[config.mk]
export PLATFORM = sky130hd
export DESIGN_NAME = alu_seq_core
export DESIGN_NICKNAME = d
export VERILOG_FILES = /design/src/rtl/alu_pkg.sv /design/src/rtl/edge_det.sv /design/src/rtl/alu_seq_core.sv
export SDC_FILE = /design/constraint.sdc
export NUM_CORES = 1
export LEC_CHECK = 0
export CAP_MARGIN = 20
export CORE_MARGIN = 2
export CORE_UTILIZATION = 45
export DETAILED_ROUTE_END_ITERATION = 16
export RECOVER_POWER = 50
export REMOVE_ABC_BUFFERS = 1
export SETUP_SLACK_MARGIN = 0.3
export SYNTH_ARGS = -nofsm -noshare
export SYNTH_HDL_FRONTEND = slang
export SYNTH_SLANG_ARGS = --single-unit
[constraint.sdc]
create_clock -name clk -period 4.11 [get_ports clk]
set_input_delay 0.6165 -clock clk [delete_from_list [all_inputs] [get_ports clk]]
set_output_delay 0.6165 -clock clk [all_outputs]
set_load 0.01 [all_outputs]
[src/rtl/alu_pkg.sv]
// Shared definitions for the sequential ALU: opcodes, FSM states and flag bit positions.
package alu_pkg;

    localparam logic [3:0] OP_ADD  = 4'b0000;
    localparam logic [3:0] OP_SUB  = 4'b1000;
    localparam logic [3:0] OP_SLL  = 4'b0001;
    localparam logic [3:0] OP_SRL  = 4'b0101;
    localparam logic [3:0] OP_SRA  = 4'b1101;
    localparam logic [3:0] OP_SLT  = 4'b0010;
    localparam logic [3:0] OP_SLTU = 4'b0011;
    localparam logic [3:0] OP_XOR  = 4'b0100;
    localparam logic [3:0] OP_OR   = 4'b0110;
    localparam logic [3:0] OP_AND  = 4'b0111;
    localparam logic [3:0] OP_MUL  = 4'b1001;

    localparam int FLAG_ZF = 3;
    localparam int FLAG_CF = 2;
    localparam int FLAG_OF = 1;
    localparam int FLAG_SF = 0;

    typedef enum logic [2:0] {
        ST_IDLE,
        ST_EXEC,
        ST_SHIFT,
        ST_MUL,
        ST_DONE
    } state_t;

    function automatic logic is_shift(input logic [3:0] op);
        return (op == OP_SLL) || (op == OP_SRL) || (op == OP_SRA);
    endfunction

endpackage

[src/rtl/edge_det.sv]
// One-bit rising-edge detector; history resets high so a button held through reset never fires.
module edge_det (
    input  logic clk,
    input  logic rst,
    input  logic sig,
    output logic rise
);

    logic hist;

    always_ff @(posedge clk) begin
        if (rst)
            hist <= 1'b1;
        else
            hist <= sig;
    end

    assign rise = sig & ~hist;

endmodule

[src/rtl/alu_seq_core.sv]
// Sequential ALU: button-loaded operands, start/busy/done handshake,
// single-cycle logic ops plus serial shift and shift-add multiply.
module alu_seq_core
    import alu_pkg::*;
#(
    parameter  int WIDTH = 32,
    localparam int SHW   = $clog2(WIDTH)
) (
    input  logic             clk,
    input  logic             rst,
    input  logic [WIDTH-1:0] din,
    input  logic             ld_a,
    input  logic             ld_b,
    input  logic             ld_op,
    input  logic             start,
    output logic [WIDTH-1:0] result,
    output logic [3:0]       flags,
    output logic             busy,
    output logic             done
);

    logic rise_a, rise_b, rise_op, rise_start;

    edge_det u_ed_a     (.clk(clk), .rst(rst), .sig(ld_a),  .rise(rise_a));
    edge_det u_ed_b     (.clk(clk), .rst(rst), .sig(ld_b),  .rise(rise_b));
    edge_det u_ed_op    (.clk(clk), .rst(rst), .sig(ld_op), .rise(rise_op));
    edge_det u_ed_start (.clk(clk), .rst(rst), .sig(start), .rise(rise_start));

    state_t           state;
    logic [WIDTH-1:0] a_reg, b_reg;
    logic [3:0]       op_reg;
    logic [WIDTH-1:0] a_w, b_w, acc;
    logic [3:0]       op_w;
    logic [SHW:0]     cnt;

    logic [WIDTH:0]   sum, diff;
    logic [WIDTH-1:0] alu_res, shift_next;
    logic             alu_cf, alu_of;

    function automatic logic [3:0] mk_flags(input logic [WIDTH-1:0] r,
                                            input logic cf, input logic of);
        logic [3:0] f;
        f          = '0;
        f[FLAG_ZF] = (r == '0);
        f[FLAG_CF] = cf;
        f[FLAG_OF] = of;
        f[FLAG_SF] = r[WIDTH-1];
        return f;
    endfunction

    // Operates on the copies taken at start, so a coincident load cannot leak into the result
    always_comb begin
        sum     = {1'b0, a_w} + {1'b0, b_w};
        diff    = {1'b0, a_w} - {1'b0, b_w};
        alu_res = '0;
        alu_cf  = 1'b0;
        alu_of  = 1'b0;
        case (op_w)
            OP_ADD: begin
                alu_res = sum[WIDTH-1:0];
                alu_cf  = sum[WIDTH];
                alu_of  = (a_w[WIDTH-1] == b_w[WIDTH-1]) && (sum[WIDTH-1] != a_w[WIDTH-1]);
            end
            OP_SUB: begin
                alu_res = diff[WIDTH-1:0];
                alu_cf  = diff[WIDTH];
                alu_of  = (a_w[WIDTH-1] != b_w[WIDTH-1]) && (diff[WIDTH-1] != a_w[WIDTH-1]);
            end
            OP_SLT:  alu_res = {{(WIDTH-1){1'b0}}, $signed(a_w) < $signed(b_w)};
            OP_SLTU: alu_res = {{(WIDTH-1){1'b0}}, a_w < b_w};
            OP_XOR:  alu_res = a_w ^ b_w;
            OP_OR:   alu_res = a_w | b_w;
            OP_AND:  alu_res = a_w & b_w;
            default: alu_res = '0;
        endcase
    end

    always_comb begin
        case (op_w)
            OP_SLL:  shift_next = a_w << 1;
            OP_SRL:  shift_next = a_w >> 1;
            default: shift_next = {a_w[WIDTH-1], a_w[WIDTH-1:1]};
        endcase
    end

    assign busy = (state != ST_IDLE);

    // Operand registers only accept loads in IDLE; done is a registered one-cycle pulse
    always_ff @(posedge clk) begin
        if (rst) begin
            state  <= ST_IDLE;
            a_reg  <= '0;
            b_reg  <= '0;
            op_reg <= '0;
            a_w    <= '0;
            b_w    <= '0;
            op_w   <= '0;
            acc    <= '0;
            cnt    <= '0;
            result <= '0;
            flags  <= '0;
            done   <= 1'b0;
        end else begin
            done <= 1'b0;
            case (state)
                ST_IDLE: begin
                    if (rise_a)  a_reg  <= din;
                    if (rise_b)  b_reg  <= din;
                    if (rise_op) op_reg <= din[3:0];
                    if (rise_start) begin
                        op_w <= op_reg;
                        a_w  <= a_reg;
                        b_w  <= b_reg;
                        if (is_shift(op_reg)) begin
                            cnt   <= {1'b0, b_reg[SHW-1:0]};
                            state <= ST_SHIFT;
                        end else if (op_reg == OP_MUL) begin
                            cnt   <= (SHW+1)'(WIDTH);
                            acc   <= '0;
                            state <= ST_MUL;
                        end else begin
                            state <= ST_EXEC;
                        end
                    end
                end
                ST_EXEC: begin
                    result <= alu_res;
                    flags  <= mk_flags(alu_res, alu_cf, alu_of);
                    done   <= 1'b1;
                    state  <= ST_DONE;
                end
                ST_SHIFT: begin
                    if (cnt == '0) begin
                        result <= a_w;
                        flags  <= mk_flags(a_w, 1'b0, 1'b0);
                        done   <= 1'b1;
                        state  <= ST_DONE;
                    end else begin
                        a_w <= shift_next;
                        cnt <= cnt - 1'b1;
                    end
                end
                ST_MUL: begin
                    if (cnt == '0) begin
                        result <= acc;
                        flags  <= mk_flags(acc, 1'b0, 1'b0);
                        done   <= 1'b1;
                        state  <= ST_DONE;
                    end else begin
                        if (b_w[0]) acc <= acc + a_w;
                        a_w <= a_w << 1;
                        b_w <= b_w >> 1;
                        cnt <= cnt - 1'b1;
                    end
                end
                ST_DONE: state <= ST_IDLE;
                default: state <= ST_IDLE;
            endcase
        end
    end

endmodule

# Yosys cells after proc, flatten, opt, wreduce, memory -nomap -nowiden
# Cells that the tools add are included.
dict set report word_totals {
  ff_bits 218
  inputBits 38
  elab_cells 127
}
dict set report classes {
  bitwise 11
  add_sub_neg 4
  muxes 35
  reduce_logical 27
  order_cmp 2
  n_eq_ne 31
}
# operator n
set ops {}
lappend ops {{2-to-1 mux 32 bit} 12}
lappend ops {{one-hot mux 32 bit (7 select lines)} 1}
lappend ops {{one-hot mux 32 bit (2 select lines)} 3}
lappend ops {{one-hot mux 32 bit (3 select lines)} 2}
lappend ops {{zero test 32 bit} 3}
lappend ops {{less-than comparator 32 bit} 2}
lappend ops {{adder 32 x 32 -> 33 bit} 1}
lappend ops {{subtractor 32 x 32 -> 33 bit} 1}
lappend ops {{adder 32 bit} 1}
lappend ops {{AND 32 bit} 1}
lappend ops {{bitwise OR 32 bit} 1}
lappend ops {{XOR 32 bit} 1}
lappend ops {{2-to-1 mux 6 bit} 4}
lappend ops {{== test 4 x 3 -> 1 bit, second input constant} 5}
lappend ops {{inequality test 2 bit, second input constant} 9}
lappend ops {{== test 4 bit, second input constant} 3}
lappend ops {{one-hot mux 4 bit (3 select lines)} 1}
lappend ops {{one-hot mux 6 bit (2 select lines)} 1}
lappend ops {{AND reduction 2 bit} 5}
lappend ops {{one-hot mux 3 bit (3 select lines)} 1}
lappend ops {{nonzero test 3 bit} 3}
lappend ops {{== test 4 x 1 -> 1 bit, second input constant} 2}
lappend ops {{== test 4 x 2 -> 1 bit, second input constant} 2}
lappend ops {{2-to-1 mux 4 bit} 2}
lappend ops {{25 further kinds} 43}

# Longest topological paths before layout
# Gate-level depths: netlist of the first run.
dict set report depth {
  word_depth 6
  mapped_depth 15
  ltp_nobuf 15
}

# Cells and area by module
# A second synthesis of the first run with hierarchy kept.
dict set report unflattened {
  hier_cells 2237
  hier_area_um2 16514.6
}
# module area_per_inst_um2 cells_per_inst instances
set by_module_without_submodules {}
lappend by_module_without_submodules {alu_seq_core 16384.5 2225 1}
lappend by_module_without_submodules {edge_det 32.5 3 4}

# Worst setup path after synthesis of the first run
# OpenSTA, ideal clock, no wires.
dict set report synth_path {
  path_kind {register to register}
  from {register a_w[1]}
  to {register flags[3]}
  path_stages_with_launch 14
  path_buffers 0
  arrival_time_ns 3.178
  synth_period_minus_slack_ns 3.247
  required_ns 4.041
  slack_ns 0.863
  path_cell_list {dfxtp_1 -> inv_1 -> ha_1 -> o21bai_1 -> a221oi_2 -> a21oi_2 -> o211a_1 -> o211a_1 -> nor3_1 -> o31a_1 -> a311o_1 -> a2111oi_1 -> nand4_1 -> o21ai_1}
}
dict set report synth_via {
  elab_chain_cells 4
  elab_cells_between_ends 12
  classes_between {2 x add/sub; 2 x order compare; 3 x mux; 3 x bitwise; 2 x reduce/logical}
}
# element line
set synth_rtl {}
lappend synth_rtl {{start: declaration} alu_seq_core.sv:32} ;# logic [WIDTH-1:0] a_w, b_w, acc;
lappend synth_rtl {{start signal: assignment} alu_seq_core.sv:112} ;# a_w <= a_reg;
lappend synth_rtl {{start signal: assignment} alu_seq_core.sv:139} ;# a_w <= shift_next;
lappend synth_rtl {{start signal: assignment} alu_seq_core.sv:151} ;# a_w <= a_w << 1;
lappend synth_rtl {{subtractor 32 x 32 -> 33 bit, or another cell as far along} alu_seq_core.sv:54} ;# diff = {1'b0, a_w} - {1'b0, b_w};
lappend synth_rtl {{one-hot mux 32 bit (7 select lines)} alu_seq_core.sv:58} ;# case (op_w)
lappend synth_rtl {{zero test 32 bit} alu_seq_core.sv:44} ;# f[FLAG_ZF] = (r == '0);
lappend synth_rtl {{one-hot mux 4 bit (3 select lines) *} alu_seq_core.sv:105} ;# case (state)
lappend synth_rtl {{end signal: assignment} alu_seq_core.sv:128} ;# flags <= mk_flags(alu_res, alu_cf, alu_of);
lappend synth_rtl {{end signal: assignment} alu_seq_core.sv:135} ;# flags <= mk_flags(a_w, 1'b0, 1'b0);
lappend synth_rtl {{end signal: assignment} alu_seq_core.sv:146} ;# flags <= mk_flags(acc, 1'b0, 1'b0);
lappend synth_rtl {{end: declaration} alu_seq_core.sv:17} ;# output logic [3:0] flags,
# Mark *: on every way between the ends. The rest lies on a longest branch, timed or not. The select of a mux whose other input is x is not followed.
# A chain may end at the register's enable or synchronous reset.

# Worst setup path in the final report of the first run
dict set report layout_path {
  from {register state[1]}
  to {register b_w[9]}
}
dict set report layout_via {
  elab_chain_cells 3
  elab_cells_between_ends 7
  classes_between {3 x eq/ne; 1 x mux; 3 x reduce/logical}
}
# element line
set layout_rtl {}
lappend layout_rtl {{start: declaration} alu_seq_core.sv:29} ;# state_t state;
lappend layout_rtl {{start signal: assignment} alu_seq_core.sv:91} ;# state <= ST_IDLE;
lappend layout_rtl {{start signal: assignment} alu_seq_core.sv:116} ;# state <= ST_SHIFT;
lappend layout_rtl {{start signal: assignment} alu_seq_core.sv:120} ;# state <= ST_MUL;
lappend layout_rtl {{== test 3 x 2 -> 1 bit / zero test 3 bit (equally long branches)} alu_seq_core.sv:105}
lappend layout_rtl {{inequality test 2 bit (no source line) / nonzero test 2 bit (equally long branches)} --}
lappend layout_rtl {{AND reduction 3 bit (no source line)} --}
lappend layout_rtl {{end signal: assignment} alu_seq_core.sv:113} ;# b_w <= b_reg;
lappend layout_rtl {{end signal: assignment} alu_seq_core.sv:152} ;# b_w <= b_w >> 1;
lappend layout_rtl {{end: declaration} alu_seq_core.sv:32}
# Several ways; a longest one is shown, not always the timed one.

==> metrics.txt, run 1 <==
Required @ worst endpoint=4.49 ns; Sink Count=217; Final min period=3.67 ns; Worst-path clk slew=0.06 ns; IO Pins=76; dpl hpwl=47.8 mm; met3 Resource Use GR=0.0567; power per cell area=286 mW/mm²; Overall Power=0.00549 W; Post-DP Area=0.0181 mm²; First-pass DRT Iterations=6; Final Max Tran Viols=9; Worst Skew=0.0150 ns; met1 Use GR=0.508; Yosys cell types=101; antenna-violating nets left=0; share of cells above drive strength 1=0.104; number of buffers created by CTS=27; gr usage total=0.328; Pleak=7.78 nW; crit path DAT=4.05 ns; final instance area=0.0192 mm²; initial DRC count=1,666; CTS H-tree depth=1; via count=17,300; Cells after Synth=2,251; Hold Fails Final Rpt=0; Nets=2,473; CP max stage cell=clkbuf_2; Post-synth EDFFs=0; met2 GRT Util=0.469; Die Y=196 µm; Mean Syn Cell Area=7.36 µm²; core area=0.0364 mm²; HP Class=input pin to flip-flop; grt total ovfl=0; wire length per cell=23.0 µm; top-count cell post-synth=nand2_1; TritonCTS clock tree=yes; crit-path leading delay family=buffers and inverters; crit path buf inv count=2; worst rel slew slack=-0.0192; first-pass GRT wire length=97.8 mm; Final GP Congestion=0.946; WL final=64.0 mm; ant diodes=0; critical path launch point type=flip-flop; CP peak stage delay=1.02 ns; status=complete, but fails checks; area leader, netlist=dfxtp_1; synthesis-to-layout area growth=15.8%; CTS max path bufs=3; largest net degree at the start of global routing=111; crit share post-route=0.894; synth warn=0; post-synthesis sequential area ratio=0.262; Starting Density=0.455; post-synth top area share=0.262; clock root cell=clkbuf_16; GR peak layer=met1; worst slew pin tran=1.53 ns; Fmax=272 MHz; die area=0.0384 mm²; VDD IR max=343 µV; IO buf count=75; Hold Worst Slack=0.438 ns; Critical Path, Cell by Cell=nor2b_4 -> clkbuf_2 -> buf_4 -> nand3_1 -> a311oi_1; die width=196 µm; Worst Setup End Kind=flip-flop; ys async rst share=0; clock latency on the worst-skew pair=0.56 ns; initial antenna violation count=1; Critical Path Fanout Max=86; # setup viols final=0; Synth area leaders=dfxtp_1 (26%), ha_1 (10%), a21oi_1 (7.7%); commonest cells in the netlist=nand2_1 (315), a21oi_1 (256), nor2_1 (253), dfxtp_1 (217), ha_1 (133); setup TNS=0 ns; # rows=70; # DRC=0; failing checks=max-capacitance violations, max-slew violations; main flop type after synthesis=dfxtp_1; max cap viols=1; vias in the first global route=15,900; DR vias/cell=6.21; RSZ-0062 raised after global routing=false; post-synthesis register bit count=217; Mapped Area=0.0166 mm²; Setup Crit Path Kind=flip-flop to flip-flop
-- layout by cell type, fill, tap and decap left out, types with 33 or more instances in the layout --
cell	count
nand3_1	57
dfxtp_1	203
a21oi_1	254
o211ai_1	41
mux2i_1	50
ha_1	119
inv_1	105
nor2_1	252
buf_4	87
a21o_1	41
nand2_1	315
clkdlybuf4s50_1	33
a311oi_1	36
dlygate4sd3_1	41
a211oi_1	58
o21ai_0	58
nor3_1	43
-- path summary, 6_finish.rpt --
path	from	end	slack (ns)	cells past startpoint
worst min register to register	result[25]$_SDFFE_PP0P_	result[25]$_SDFFE_PP0P_	0.44	2
worst max register to register	state[1]$_SDFFE_PP0P_	b_w[9]$_SDFFE_PP0P_	0.44	5
worst max-delay path	state[1]$_SDFFE_PP0P_	b_w[9]$_SDFFE_PP0P_	0.44	5
worst min-delay path	rst	cnt[2]$_SDFFE_PP0P_	0.44	2
-- power breakdown --
part / total, W / internal, W / leakage (nW) / switching [W]
Sequential: 0.00220 / 0.00215 / 1.76 / 0.0000489
Clock: 0.00245 / 0.00148 / 0.431 / 0.000972
Combinational: 0.000834 / 0.000314 / 5.58 / 0.000521
Total: 0.00549 / 0.00395 / 7.78 / 0.00154
-- logic make-up (layout without fill, tap and decap cells) --
group | after synthesis | after routing | synth area share
compound gates | 708 | 708 | 0.291
xor+xnor | 29 | 29 | 0.0153
fa+ha+maj | 136 | 136 | 0.104
buf+inv | 262 | 328 | 0.0626
flops | 217 | 217 | 0.262
mux | 51 | 51 | 0.0309
simple gates | 848 | 848 | 0.234
-- cell type report --
cell class	instances	area, µm²
Clock buffer	38	767
Multi-Input combinational cell	1772	11400
Inverter	109	410
Clock inverter	9	135
Timing Repair Buffer	172	1500
Fill cell	3619	17200
Tap cell	468	586
Sequential cell	217	4360
-- metrics by stage --
stage,cells,utilization,setup WS [ns]
3_3_place_gp,2737,0.497,0.0968
2_1_floorplan,2098,-,-9.17
4_1_cts,2784,0.523,0.305
5_1_grt,2785,0.527,0.203
3_5_place_dp,2737,0.497,0.159
6_report,2785,0.527,0.436
-- what timing repair did --
| item | 4_1_cts | 5_1_grt |
|---|---|---|
| buffers inserted | 0 | 1 |
| pin swaps | 1 | 4 |
| resized for setup | 3 | 54 |
| endpoints found under the hold margin | 0 | 0 |
| endpoints found under the setup margin | 1 | 6 |
| hold buffers | 0 | 0 |
-- layer usage --
layer  up-vias  share of wire  wire (µm)
li1       8204              -          -
met1      8284           0.49      31200
met2       741           0.41      26100
met3        70          0.088       5610
met4         0          0.018       1150
met5         -              0          0
Note: power is estimated with default switching activity, not from simulation.
==> run 2: changes to the inputs <==
--- a/config.mk
+++ b/config.mk
@@ -6,12 +6,13 @@
 export NUM_CORES = 1
 export LEC_CHECK = 0
 export CAP_MARGIN = 20
-export CORE_MARGIN = 2
 export CORE_UTILIZATION = 45
 export DETAILED_ROUTE_END_ITERATION = 16
+export DONT_BUFFER_PORTS = 1
 export RECOVER_POWER = 50
 export REMOVE_ABC_BUFFERS = 1
 export SETUP_SLACK_MARGIN = 0.3
 export SYNTH_ARGS = -nofsm -noshare
 export SYNTH_HDL_FRONTEND = slang
 export SYNTH_SLANG_ARGS = --single-unit
+export TNS_END_PERCENT = 5
==> metrics.txt, run 2 (same netlist as run 1, synthesis figures left out) <==
antenna-violating nets left=0 (unchanged); Final min period=3.70 ns (+0.0263 ns); largest net degree at the start of global routing=222 (+100%); synthesis-to-layout area growth=11.4%; Worst-path clk slew=0.06 ns (about the same); wl on met1=31.9 mm (+2.4%); first-pass GRT wire length=98.1 mm (+0.25%); Worst Setup End Kind=flip-flop; met3 wire length=5.08 mm (-9.4%); # DRC=0 (unchanged); IO Pins=76 (unchanged); clock latency on the worst-skew pair=0.58 ns (+0.02 ns); number of buffers created by CTS=26 (-3.7%); met2 routed WL=25.9 mm (-0.71%); worst slew pin tran=1.69 ns (+0.165 ns); gr usage total=0.334 (+0.00677); WHS Path Cells=1 (-1); core area=0.0359 mm² (-1.4%); worst r2r src=op_w[0]$_SDFFE_PP0P_; initial DRC count=1,581 (-5.1%); die area=0.0376 mm² (-2.0%); Required @ worst endpoint=4.63 ns (+0.14 ns); grt total ovfl=0 (unchanged); r2r endpoint=flags[3]$_SDFFE_PP0P_; Fmax=270 MHz (-0.71%); Hold Fails Final Rpt=0 (unchanged); First-pass DRT Iterations=5 (-1); Final Core Density=0.514 (-0.0124); dpl hpwl=47.7 mm (-0.26%); Max Used Layer=met4; wire length per cell=23.6 µm (+2.9%); CTS H-tree depth=1 (unchanged); Register-to-Register Path Depth=14 (+9); status=complete, but fails checks; critical path launch point type=flip-flop; CTS max path bufs=3 (unchanged); DR vias/cell=6.30 (+1.4%); Hold EP=cnt[0]$_SDFFE_PP0P_; crit share post-route=0.900 (+0.00639); VDD IR max=307 µV (-10%); IO buf count=0 (-100%); share of cells above drive strength 1=0.107 (+0.00254); worst rel slew slack=-0.127 (-0.108); WL final=64.4 mm (+0.58%); leading cell type in the layout, fill and taps excluded=nand2_1; Post-DP Area=0.0175 mm² (-3.7%); power per cell area=287 mW/mm² (+0.46%); Reg2Reg Setup Slack=0.41 ns (-0.03 ns); Sink Count=217 (unchanged); crit path DAT=4.22 ns (+0.17 ns); TritonCTS clock tree=yes; Pleak=7.47 nW (-3.9%); die width=194 µm (-1.0%); hold buffer count at cts=0 (unchanged); fillers=3,650 (+0.86%); Nets=2,417 (-2.3%); via count=17,200 (-0.86%); Die Y=194 µm (-1.0%); most frequent cells in the layout=nand2_1 (315), a21oi_1 (255), nor2_1 (251), dfxtp_1 (208), ha_1 (127); failing checks=max-capacitance violations, max-slew violations; max cap viols=2 (+1); Critical Path Fanout Max=14 (-84%); Worst Skew=0.0256 ns (+0.0106 ns); RSZ-0062 raised after global routing=true; final instance area=0.0185 mm² (-3.8%); ant diodes=0 (unchanged); hold path startpoint=rst; clock root cell=clkbuf_16; Starting Density=0.461 (+0.00659); HP Class=input pin to flip-flop; Final GP Congestion=0.980 (+3.6%); initial antenna violation count=0 (-1); Setup Crit Path Kind=flip-flop to flip-flop; # rows=69 (-1.4%); vias in the first global route=15,900 (-0.050%); # setup viols final=0 (unchanged); Final Max Tran Viols=66 (+57)
-- run 2: cell count changes in the layout (fill, tap and decap cells not counted), sizes merged --
cell	change
dlygate4sd3	-41
inv	-1
buf	+21
bufinv	-2
clkinv	+4
clkdlybuf4s50	-33
clkinvlp	-3
-- run 2: worst max-delay path, cell delays in order (launching register included) --
cell and delay, ns:
dfxtp_1 0.63, buf_4 0.29, nor2_1 0.06, o21ai_0 0.39, o211a_1 0.22, a41oi_1 0.04
a221oi_1 0.56, nand4_1 0.23, nor4_1 0.33, buf_4 0.17, nand4_1 0.09, nor3_1 0.20
buf_4 0.17, nand4_1 0.12, o21ai_1 0.14
-- run 2: timing repair --
action | CTS | global route
buffers inserted | 0 | 3
setup endpoints to repair | 0 | 4
gates resized for setup | 0 | 36
-- run 2: layout make-up --
class,instances,area [µm²],area share
Multi-Input combinational cell,1772,11400,0.616
Inverter,109,410,0.0222
Tap cell,461,577,0.0312
Sequential cell,217,4360,0.236
Clock inverter,7,85.1,0.00461
Clock buffer,40,783,0.0424
Timing Repair Buffer,117,872,0.0472
-- run 2: worst max-delay path by stage --
stage | start | endpoint | cells after the start
4_1_cts | a_w[2]$_SDFFE_PP0P_ | flags[3]$_SDFFE_PP0P_ | 13
3_5_place_dp | a_w[2]$_SDFFE_PP0P_ | flags[3]$_SDFFE_PP0P_ | 13
3_3_place_gp | a_w[2]$_SDFFE_PP0P_ | flags[3]$_SDFFE_PP0P_ | 13
5_1_grt | a_w[0]$_SDFFE_PP0P_ | flags[3]$_SDFFE_PP0P_ | 15
6_report | op_w[0]$_SDFFE_PP0P_ | flags[3]$_SDFFE_PP0P_ | 14
2_1_floorplan | state[1]$_SDFFE_PP0P_ | acc[26]$_SDFFE_PP0P_ | 8
-- run 2: through the flow --
| stage | setup slack (ns) | hold slack (ns) | std cells | total power [W] | TNS (ns) |
|---|---|---|---|---|---|
| CTS | 0.306 | 0.0983 | 2720 | 0.00529 | 0 |
| floorplan | -9.17 | 0.430 | 2098 | 0.00270 | -752.98 |
| global placement | 0.324 | 0.437 | 2673 | 0.00295 | 0 |
| global route | 0.284 | 0.116 | 2723 | 0.00550 | 0 |
| finish | 0.410 | 0.136 | 2723 | 0.00531 | 0 |
| detailed placement | 0.326 | 0.442 | 2673 | 0.00295 | 0 |
-- run 2: routing by layer --
metal | GRT usage | up-vias
met2 | 0.471 | 737
met4 | 0.0797 | 0
li1 | - | 8097
met5 | 0 | -
met3 | 0.0414 | 81
met1 | 0.527 | 8235
-- run 2: report_power, final --
part	leakage [nW]	switching, W	internal, W
sequential	1.76	0.0000492	0.00215
combinational	5.28	0.000475	0.000285
clock	0.430	0.000974	0.00137
total	7.47	0.00150	0.00381
==> run 3: changes to the inputs <==
--- a/config.mk
+++ b/config.mk
@@ -5,14 +5,15 @@
 export SDC_FILE = /design/constraint.sdc
 export NUM_CORES = 1
 export LEC_CHECK = 0
+export ABC_CLOCK_PERIOD_IN_PS = 4110
 export CAP_MARGIN = 20
 export CORE_UTILIZATION = 45
 export DETAILED_ROUTE_END_ITERATION = 16
 export DONT_BUFFER_PORTS = 1
 export RECOVER_POWER = 50
 export REMOVE_ABC_BUFFERS = 1
-export SETUP_SLACK_MARGIN = 0.3
+export SETUP_SLACK_MARGIN = 0.05
 export SYNTH_ARGS = -nofsm -noshare
 export SYNTH_HDL_FRONTEND = slang
 export SYNTH_SLANG_ARGS = --single-unit
-export TNS_END_PERCENT = 5
+export TNS_END_PERCENT = 1
==> metrics.txt, run 3 (same netlist as run 1, synthesis figures left out) <==
hold path startpoint=rst; met3 Resource Use GR=0.0414 (unchanged); WL final=64.0 mm (-0.56%); Critical Path, Cell by Cell=inv_1 -> ha_1 -> nand2b_1 -> a211oi_4 -> o21ba_2 -> a31o_4 -> a31o_4 -> a41oi_1 -> o21a_1 -> o41ai_2 -> nand3_1 -> or4_1 -> o21ai_1; Pleak=7.44 nW (-0.40%); worst slew pin tran=1.71 ns (+0.0215 ns); dpl hpwl=47.7 mm (unchanged); DR vias/cell=6.29 (-0.13%); Worst-path clk slew=0.06 ns (about the same); antenna-violating nets left=0 (unchanged); Final min period=3.80 ns (+0.104 ns); status=complete, but fails checks; Required @ worst endpoint=4.63 ns (about the same); CTS max path bufs=3 (unchanged); failing checks=max-capacitance violations, max-slew violations; # rows=69 (unchanged); VDD IR max=307 µV (-0.11%); grt total ovfl=0 (unchanged); Critical Path Fanout Max=8 (-6); Hold Fails Final Rpt=0 (unchanged); synthesis-to-layout area growth=10.5%; power per cell area=288 mW/mm² (+0.23%); die area=0.0376 mm² (unchanged); clock latency on the worst-skew pair=0.58 ns (about the same); crit share post-route=0.926 (+0.0253); CP peak stage delay=0.56 ns (-0.07 ns); initial DRC count=1,601 (+1.3%); critical path launch point type=flip-flop; most frequent cells in the layout=nand2_1 (315), a21oi_1 (255), nor2_1 (251), dfxtp_1 (216), ha_1 (133); number of buffers created by CTS=26 (unchanged); # DRC=0 (unchanged); wire length per cell=23.5 µm (-0.45%); # setup viols final=0 (unchanged); share of cells above drive strength 1=0.0943 (-0.0127); core area=0.0359 mm² (unchanged); Fmax=263 MHz (-2.7%); HP Class=input pin to flip-flop; initial antenna violation count=0 (unchanged); met2 GRT Util=0.471 (unchanged); via count=17,100 (-0.24%); Worst Skew=0.0236 ns (-0.00194 ns); GR peak layer=met1; Post-CTS Setup Bufs=0 (unchanged); final instance area=0.0183 mm² (-0.87%); met1 Use GR=0.527 (unchanged); Nets=2,414 (-0.12%); CP max stage cell=or4_1; largest net degree at the start of global routing=222 (unchanged); max cap viols=2 (unchanged); gr usage total=0.334 (unchanged); IO buf count=0 (unchanged); vias in the first global route=15,900 (unchanged); Final Max Tran Viols=66 (unchanged); first-pass GRT wire length=98.1 mm (unchanged); most frequent CP cell=a31o_4; Post-DP Area=0.0175 mm² (unchanged); setup TNS=0 ns (unchanged); Critical Path Source=a_w[2]$_SDFFE_PP0P_; crit path DAT=4.33 ns (+0.11 ns); ant diodes=0 (unchanged); Setup Crit Path Kind=flip-flop to flip-flop; Worst Setup End Kind=flip-flop; RSZ-0062 raised after global routing=false; First-pass DRT Iterations=6 (+1); Starting Density=0.461 (unchanged); Die Y=194 µm (unchanged); worst r2r src=a_w[2]$_SDFFE_PP0P_; CTS H-tree depth=1 (unchanged); Sink Count=217 (unchanged); Final GP Congestion=0.980 (unchanged); clock root cell=clkbuf_16; die width=194 µm (unchanged); worst rel slew slack=-0.141 (-0.0144); IO Pins=76 (unchanged); TritonCTS clock tree=yes; leading cell type in the layout, fill and taps excluded=nand2_1
==> run 3: changes by cell type in the layout (fill, tap and decap cells not counted), moves of 2 or more <==
| cell | change |
|---|---|
| a211oi_2 | -2 |
| dfxtp_4 | -2 |
| a211oi_1 | +2 |
| o21bai_2 | -2 |
| ha_2 | -5 |
| a2111oi_1 | +2 |
| buf_4 | -3 |
| ha_1 | +6 |
| a2111oi_2 | -3 |
| dfxtp_1 | +8 |
| o21bai_1 | +2 |
| dfxtp_2 | -6 |
==> run 3: final timing paths <==
check | endpoint | depth (start not counted) | slack [ns]
worst max register to register | flags[3]$_SDFFE_PP0P_ | 13 | 0.31
worst min-delay path | b_reg[1]$_SDFFE_PP0P_ | 1 | 0.12
worst max-delay path | flags[3]$_SDFFE_PP0P_ | 13 | 0.31
worst min register to register | a_reg[5]$_SDFFE_PP0P_ | 2 | 0.46
==> run 3: per-layer routing <==
metal  part of all wire  wire, µm
met1               0.49     31600
met2               0.40     25600
met3              0.082      5280
met4              0.023      1480
met5                  0         0
==> run 3: where the power goes <==
part / total [W] / internal (W) / switching (W)
logic: 0.000725 / 0.000264 / 0.000460
clock network: 0.00235 / 0.00137 / 0.000974
registers: 0.00220 / 0.00215 / 0.0000490
total: 0.00527 / 0.00379 / 0.00148
==> run 3: repair_timing <==
item,4_1_cts,5_1_grt
endpoints found under the setup margin,0,1
resized for setup,0,2
hold buffers,0,0
==> run 3: metrics by stage <==
stage | setup WS (ns) | utilization | hold slack [ns] | cells | total power (W)
CTS | 0.306 | 0.510 | 0.0983 | 2720 | 0.00529
finish | 0.306 | 0.510 | 0.122 | 2720 | 0.00527
global placement | 0.324 | 0.486 | 0.437 | 2673 | 0.00295
floorplan | -9.17 | - | 0.430 | 2098 | 0.00270
global route | 0.0646 | 0.510 | 0.116 | 2720 | 0.00546
detailed placement | 0.326 | 0.486 | 0.442 | 2673 | 0.00295
==> run 3: cell type report <==
cell class / count / area (µm²)
multi-input cells: 1772 / 11300
well taps: 461 / 577
inverters: 109 / 410
repair buffers: 114 / 851
flip-flops and latches: 217 / 4350
clock buffers: 40 / 783
fillers: 3650 / 17600
clock inverters: 7 / 85.1
==> run 3: critical path: cells and delay by family (launching register included) <==
| family | cells | cell delay [ns] |
|---|---|---|
| fa+ha+maj | 1 | 0.40 |
| simple gates | 3 | 0.99 |
| compound gates | 8 | 1.75 |
| buf+inv | 1 | 0.11 |
| flops | 1 | 0.48 |
